`config.mk`:
```
export PLATFORM = sky130hd
export DESIGN_NAME = mem_arbiter
export DESIGN_NICKNAME = d
export VERILOG_FILES = /design/src/rtl/mem_arbiter.sv
export SDC_FILE = /design/constraint.sdc
export NUM_CORES = 1
export LEC_CHECK = 0
export BUFFER_PORTS_ARGS = -buffer_cell sky130_fd_sc_hd__clkbuf_2
export CORE_MARGIN = 4
export CORE_UTILIZATION = 45
export CTS_BUF_LIST = sky130_fd_sc_hd__clkbuf_4 sky130_fd_sc_hd__clkbuf_8
export CTS_CLUSTER_SIZE = 24
export DETAILED_ROUTE_END_ITERATION = 10
export GPL_TIMING_DRIVEN = 1
export MAX_ROUTING_LAYER = met4
export PLACE_DENSITY = 0.79
export SLEW_MARGIN = 20
export SYNTH_ARGS = -nofsm -noshare
export SYNTH_HDL_FRONTEND = slang
export SYNTH_SLANG_ARGS = --single-unit
```
`constraint.sdc`:
```
create_clock -name CLK -period 1.95 [get_ports CLK]
set_clock_uncertainty 0.05 [all_clocks]
set_input_delay 0.0975 -clock CLK [delete_from_list [all_inputs] [get_ports CLK]]
set_output_delay 0.0975 -clock CLK [all_outputs]
set_load 0.02 [all_outputs]
```
`src/rtl/mem_arbiter.sv`:
```
// Two-port (instruction/data) arbiter onto a single request/ack memory port.
// Data has priority; a bounded streak of data grants keeps instruction fetch from starving.
module mem_arbiter #(
    parameter int TIMEOUT    = 16,
    parameter int STARVE_MAX = 2
) (
    input  logic        CLK,
    input  logic        RES_N,
    input  logic        I_REQ,
    input  logic [31:0] I_ADDR,
    output logic [31:0] I_RDATA,
    output logic        I_VALID,
    input  logic        D_REQ,
    input  logic        D_WE,
    input  logic [31:0] D_ADDR,
    input  logic [31:0] D_WDATA,
    input  logic [3:0]  D_BE,
    output logic [31:0] D_RDATA,
    output logic        D_VALID,
    output logic        ERR,
    output logic        MEM_REQ,
    output logic        MEM_WE,
    output logic [31:0] MEM_ADDR,
    output logic [31:0] MEM_WDATA,
    output logic [3:0]  MEM_BE,
    input  logic [31:0] MEM_RDATA,
    input  logic        MEM_ACK,
    output logic        BUSY,
    output logic [3:0]  DBG_STATE
);

    // Handshake: I_REQ/D_REQ are levels held until the matching one-cycle VALID;
    // MEM_REQ is held with a constant command until MEM_ACK or timeout.
    typedef enum logic [3:0] {
        IDLE  = 4'b0001,
        GNT_I = 4'b0010,
        GNT_D = 4'b0100,
        RESP  = 4'b1000
    } state_t;

    localparam logic [7:0] TLAST = 8'(TIMEOUT - 1);
    localparam logic [1:0] SMAX  = 2'(STARVE_MAX);

    state_t      state_q;
    logic [7:0]  tcnt_q;
    logic [1:0]  streak_q;
    logic [31:0] i_rdata_q;
    logic [31:0] d_rdata_q;
    logic        i_valid_q;
    logic        d_valid_q;
    logic        err_q;
    logic        mem_req_q;
    logic        mem_we_q;
    logic [31:0] mem_addr_q;
    logic [31:0] mem_wdata_q;
    logic [3:0]  mem_be_q;

    logic        at_limit_d;
    logic        grant_i_d;
    logic        grant_d_d;
    logic [1:0]  streak_d;

    always_comb begin
        at_limit_d = (streak_q == SMAX);
        grant_i_d  = I_REQ && (!D_REQ || at_limit_d);
        grant_d_d  = D_REQ && !grant_i_d;
        // A data grant only extends the streak while a fetch is actually waiting.
        streak_d   = I_REQ ? (at_limit_d ? SMAX : streak_q + 2'd1) : 2'd0;
    end

    always_ff @(posedge CLK or negedge RES_N) begin
        if (!RES_N) begin
            state_q     <= IDLE;
            tcnt_q      <= 8'd0;
            streak_q    <= 2'd0;
            i_rdata_q   <= 32'd0;
            d_rdata_q   <= 32'd0;
            i_valid_q   <= 1'b0;
            d_valid_q   <= 1'b0;
            err_q       <= 1'b0;
            mem_req_q   <= 1'b0;
            mem_we_q    <= 1'b0;
            mem_addr_q  <= 32'd0;
            mem_wdata_q <= 32'd0;
            mem_be_q    <= 4'd0;
        end else begin
            i_valid_q <= 1'b0;
            d_valid_q <= 1'b0;
            err_q     <= 1'b0;
            case (state_q)
                IDLE: begin
                    if (grant_i_d) begin
                        state_q     <= GNT_I;
                        tcnt_q      <= 8'd0;
                        streak_q    <= 2'd0;
                        mem_req_q   <= 1'b1;
                        mem_we_q    <= 1'b0;
                        mem_addr_q  <= I_ADDR;
                        mem_wdata_q <= 32'd0;
                        mem_be_q    <= 4'b1111;
                    end else if (grant_d_d) begin
                        state_q     <= GNT_D;
                        tcnt_q      <= 8'd0;
                        streak_q    <= streak_d;
                        mem_req_q   <= 1'b1;
                        mem_we_q    <= D_WE;
                        mem_addr_q  <= D_ADDR;
                        mem_wdata_q <= D_WDATA;
                        mem_be_q    <= D_BE;
                    end
                end
                GNT_I, GNT_D: begin
                    // ACK takes precedence over a timeout in the same cycle.
                    if (MEM_ACK) begin
                        state_q   <= RESP;
                        mem_req_q <= 1'b0;
                        if (state_q == GNT_I) begin
                            i_rdata_q <= MEM_RDATA;
                            i_valid_q <= 1'b1;
                        end else begin
                            d_rdata_q <= mem_we_q ? 32'd0 : MEM_RDATA;
                            d_valid_q <= 1'b1;
                        end
                    end else if (tcnt_q == TLAST) begin
                        state_q   <= RESP;
                        mem_req_q <= 1'b0;
                        err_q     <= 1'b1;
                        if (state_q == GNT_I) begin
                            i_rdata_q <= 32'd0;
                            i_valid_q <= 1'b1;
                        end else begin
                            d_rdata_q <= 32'd0;
                            d_valid_q <= 1'b1;
                        end
                    end else begin
                        tcnt_q <= tcnt_q + 8'd1;
                    end
                end
                RESP: begin
                    state_q <= IDLE;
                end
                default: begin
                    state_q <= IDLE;
                end
            endcase
        end
    end

    assign I_RDATA   = i_rdata_q;
    assign I_VALID   = i_valid_q;
    assign D_RDATA   = d_rdata_q;
    assign D_VALID   = d_valid_q;
    assign ERR       = err_q;
    assign MEM_REQ   = mem_req_q;
    assign MEM_WE    = mem_we_q;
    assign MEM_ADDR  = mem_addr_q;
    assign MEM_WDATA = mem_wdata_q;
    assign MEM_BE    = mem_be_q;
    assign BUSY      = (state_q != IDLE);
    assign DBG_STATE = state_q;

endmodule

```
==> impl_results.md <==
* Outcome: finished, violations left
* Failing checks: setup timing
* CTS Buf Count at 17
* Maximum VDD drop at 0.711 mV
* First-pass GRT wire length at 34700 um
* Setup crit start: tcnt_q[0]
* Final-report hold violation count at 0
* Effective utilization at floorplan at 45.7%
* Wire length per cell at 18.8 um
* Grt ovf at 0
* Slew Viols, Final at 0
* Clock Sinks at 151
* Ports at 280
* CP delay by family, top: simple AND/OR/NAND/NOR gates
* Slowest cell on the critical path: dfrtp_1
* H-tree lvl count at 4
* Area of placed instances at 8460 um2
* Post-placement cell count at 1053
* Seq cells post-synth at 151
* Psw at 6380 uW
* 1st-iter DRT viols at 507
* Leakage at 0.00551 uW
* Port buffer count at 279
* Post-Syn Instances at 595
* Layout cells sized above 1 at 39.0%
* Clock power share at 16.6%
* Wirelength, routed at 23100 um
* WP buf/inv at 1
* Pint at 7980 uW
* Max frequency at 506 MHz
* Flop pwr share at 36.4%
* Register area share after synthesis at 57.1%
* Combinational Power Share at 46.9%
* Die Y-Extent at 129 um
* Post-route insts no fill at 1232
* Die X at 129 um
* Switching share of power at 44.4%
* Yosys cell types at 44
* Yosys top cell area share at 56.7%
* WP data required at 2.23 ns
* R2R cell count at 6
* Fin area at 10400 um2
* Synthesized area at 6620 um2
* Reg clk slew, reported paths at 0.09 ns
* Clk buf depth at 2
* Mapped Nets at 736
* GP Congestion at 0.865
* 1st-pass router iterations at 6
* FF-to-FF Start: tcnt_q[0]
* Largest net degree at the start of global routing at 51
* Fin nets at 1175
* Crit path cell chain: ha_2 > and4b_2 > a21oi_4 > nor4b_4 > buf_12 > mux2_1
* Residual DRC at 0
* Synth area leader: dfrtp_1
* Area taken by multi-input logic gates at 2730 um2
* Site row count at 44
* Yosys warnings at 0
* Number of fill cells in the layout at 966
* Worst Path Max Fanout at 33
* FF-to-FF End: D_RDATA[21]
* Kind of critical path: flip-flop to flip-flop
* Total GRT Usage at 27.5%
* Avg Cell Area, Syn at 11.1 um2
* Hold WC Path Type: input pin to asynchronous set/reset pin
* Final ANT Viol Nets at 0
* CORE AREA at 14500 um2
* Ranking of synthesized cells by area: dfrtp_1, nand2_1, mux2_1
* Worst EP arrival at 2.25 ns
* DR vias at 6451
* Period minus WS final at 1.97 ns
* Worst rel slew slack at 57.5%
* Critical Path End Type: flip-flop
* RSZ-0062 raised after global routing: true
* Final HPWL DP at 13200 um
* CP Launch Type: flip-flop
* Number of vias per cell at 5.24
* Initial antenna violation count at 0
* FF+latch area at 3780 um2
* Tcrit/Tclk final at 101%
* Max-Cap Viols at 0
* Vias in the first global route at 6627
* Final setup viols at 20
* CTS tree: done
* Max stage delay on crit path at 0.36 ns
* Tot Pwr at 14400 uW
* Area grow syn2layout at 56.7%
* CTS root buffer: clkbuf_8
* Flop2flop setup slack at -0.02 ns
* Clk_lat worst skew at 0.45 ns
* PD cells at 1380 nW/um2
* Final WS setup at -0.0244 ns
* Hold_ws at 0.0971 ns
* Worst-Margin Slew at 0.635 ns
* Die Area at 16700 um2
-- layer usage --
layer | track usage, % | part of all wire [%] | wire length (um) | vias up
li1 | - | - | - | 2902
met3 | 6.31 | 8.2 | 1900 | 81
met5 | - | 0 | 0 | -
met1 | 33.8 | 39 | 9050 | 3071
met4 | 13.2 | 4.4 | 1030 | 0
met2 | 43.1 | 48 | 11200 | 397
-- worst reg2reg max path: cells and delay by family, from the launching register on --
family | cells | cell delay (ns)
flops | 1 | 0.36
buf+inv | 1 | 0.25
mux | 1 | 0.37
simple gates | 2 | 0.56
compound gates | 1 | 0.09
fa+ha+maj | 1 | 0.17
-- repair_timing --
| item | in CTS | in global routing |
|---|---|---|
| hold endpoints to repair | 247 | 0 |
| hold buffers | 135 | 0 |
| gates cloned | 0 | 3 |
| setup buffers | 0 | 8 |
| gates resized for setup | 1 | 11 |
| endpoints found under the setup margin | 12 | 68 |
| pin swaps | 0 | 1 |
-- area by class of cell --
type	instances	area share [%]
clock buffer	17	2.26
multi-input combinational	400	26.4
timing repair buffer	457	30.9
antenna	1	0.0241
clock inverter	15	1.48
inverter	7	0.253
sequential	151	36.5
tap	184	2.22
-- power by group through the flow --
stage	logic [uW]	clock network [uW]	registers [uW]
6_report	6740	2390	5230
5_1_grt	7210	2560	5360
4_1_cts	6440	2430	5150
3_5_place_dp	6230	0	5200
3_3_place_gp	6070	0	5170
2_1_floorplan	2190	0	6720
-- Yosys cell counts (all sizes together) --
library cell and number:
ha 3, a32o 3, a22o 2, and4b 1, nand2b 3, nand2 110, nor4b 2, nor4 2
dfstp 1, o211ai 1, and3 1, o21ai 42, a21oi 5, xnor2 1, or2 2, dfrtp 150
and4 1, o31ai 4, o22ai 2, nor2 12, or4b 1, and2 30, inv 7, clkbuf 23
mux2 62, a211o 2, a211oi 2, nor3 3, o32a 1, or3 1, nor2b 30, mux2i 34
buf 14, nand3 36, nand4 1
-- how the worst max path moves through the flow --
stage,to,slack (ns),cells past startpoint
floorplan,D_RDATA[10],-0.06,6
global route,D_RDATA[30],-0.09,6
detailed placement,D_RDATA[21],0.004,6
CTS,D_RDATA[21],-0.01,6
global placement,D_RDATA[2],0.03,6
finish,D_RDATA[21],-0.02,6
-- flip-flops by register name, summed over array words and instances, names as in the netlist --
register   count
I_VALID        1
I_RDATA       32
DBG_STATE      4
D_VALID        1
D_RDATA       32
MEM_BE         4
MEM_REQ        1
ERR            1
tcnt_q         8
MEM_ADDR      32
MEM_WE         1
streak_q       2
MEM_WDATA     32
-- kinds of logic after synthesis --
group	after synthesis	share of synthesized area [%]
buffers and inverters	44	2.97
adders and majority gates	3	0.567
DFF	151	57.1
muxes	96	15.7
AOI/OAI and AO/OA	64	5.73
xor gates and xnor gates	1	0.132
and+or+nand+nor	236	17.8
-- cells in the final DEF, fill, tap and decap left out, drive strengths merged, types with 18 or more instances in the layout --
master,netlist,final
and2,30,30
buf,14,42
clkbuf,23,297
dfrtp,150,150
dlygate4sd3,0,135
inv,7,18
mux2,62,62
mux2i,34,34
nand2,110,110
nand3,36,36
nor2b,30,30
o21ai,42,42
-- through the flow --
step | worst slack (ns) | setup TNS (ns) | util, %
floorplan | -0.0552 | -1.57 | -
global placement | 0.0265 | 0 | 58.4
detailed placement | 0.00367 | 0 | 58.4
CTS | -0.0147 | -0.0940 | 70.5
global route | -0.0884 | -2.26 | 71.6
finish | -0.0244 | -0.242 | 71.6
Note: power is estimated with default switching activity, not from simulation.
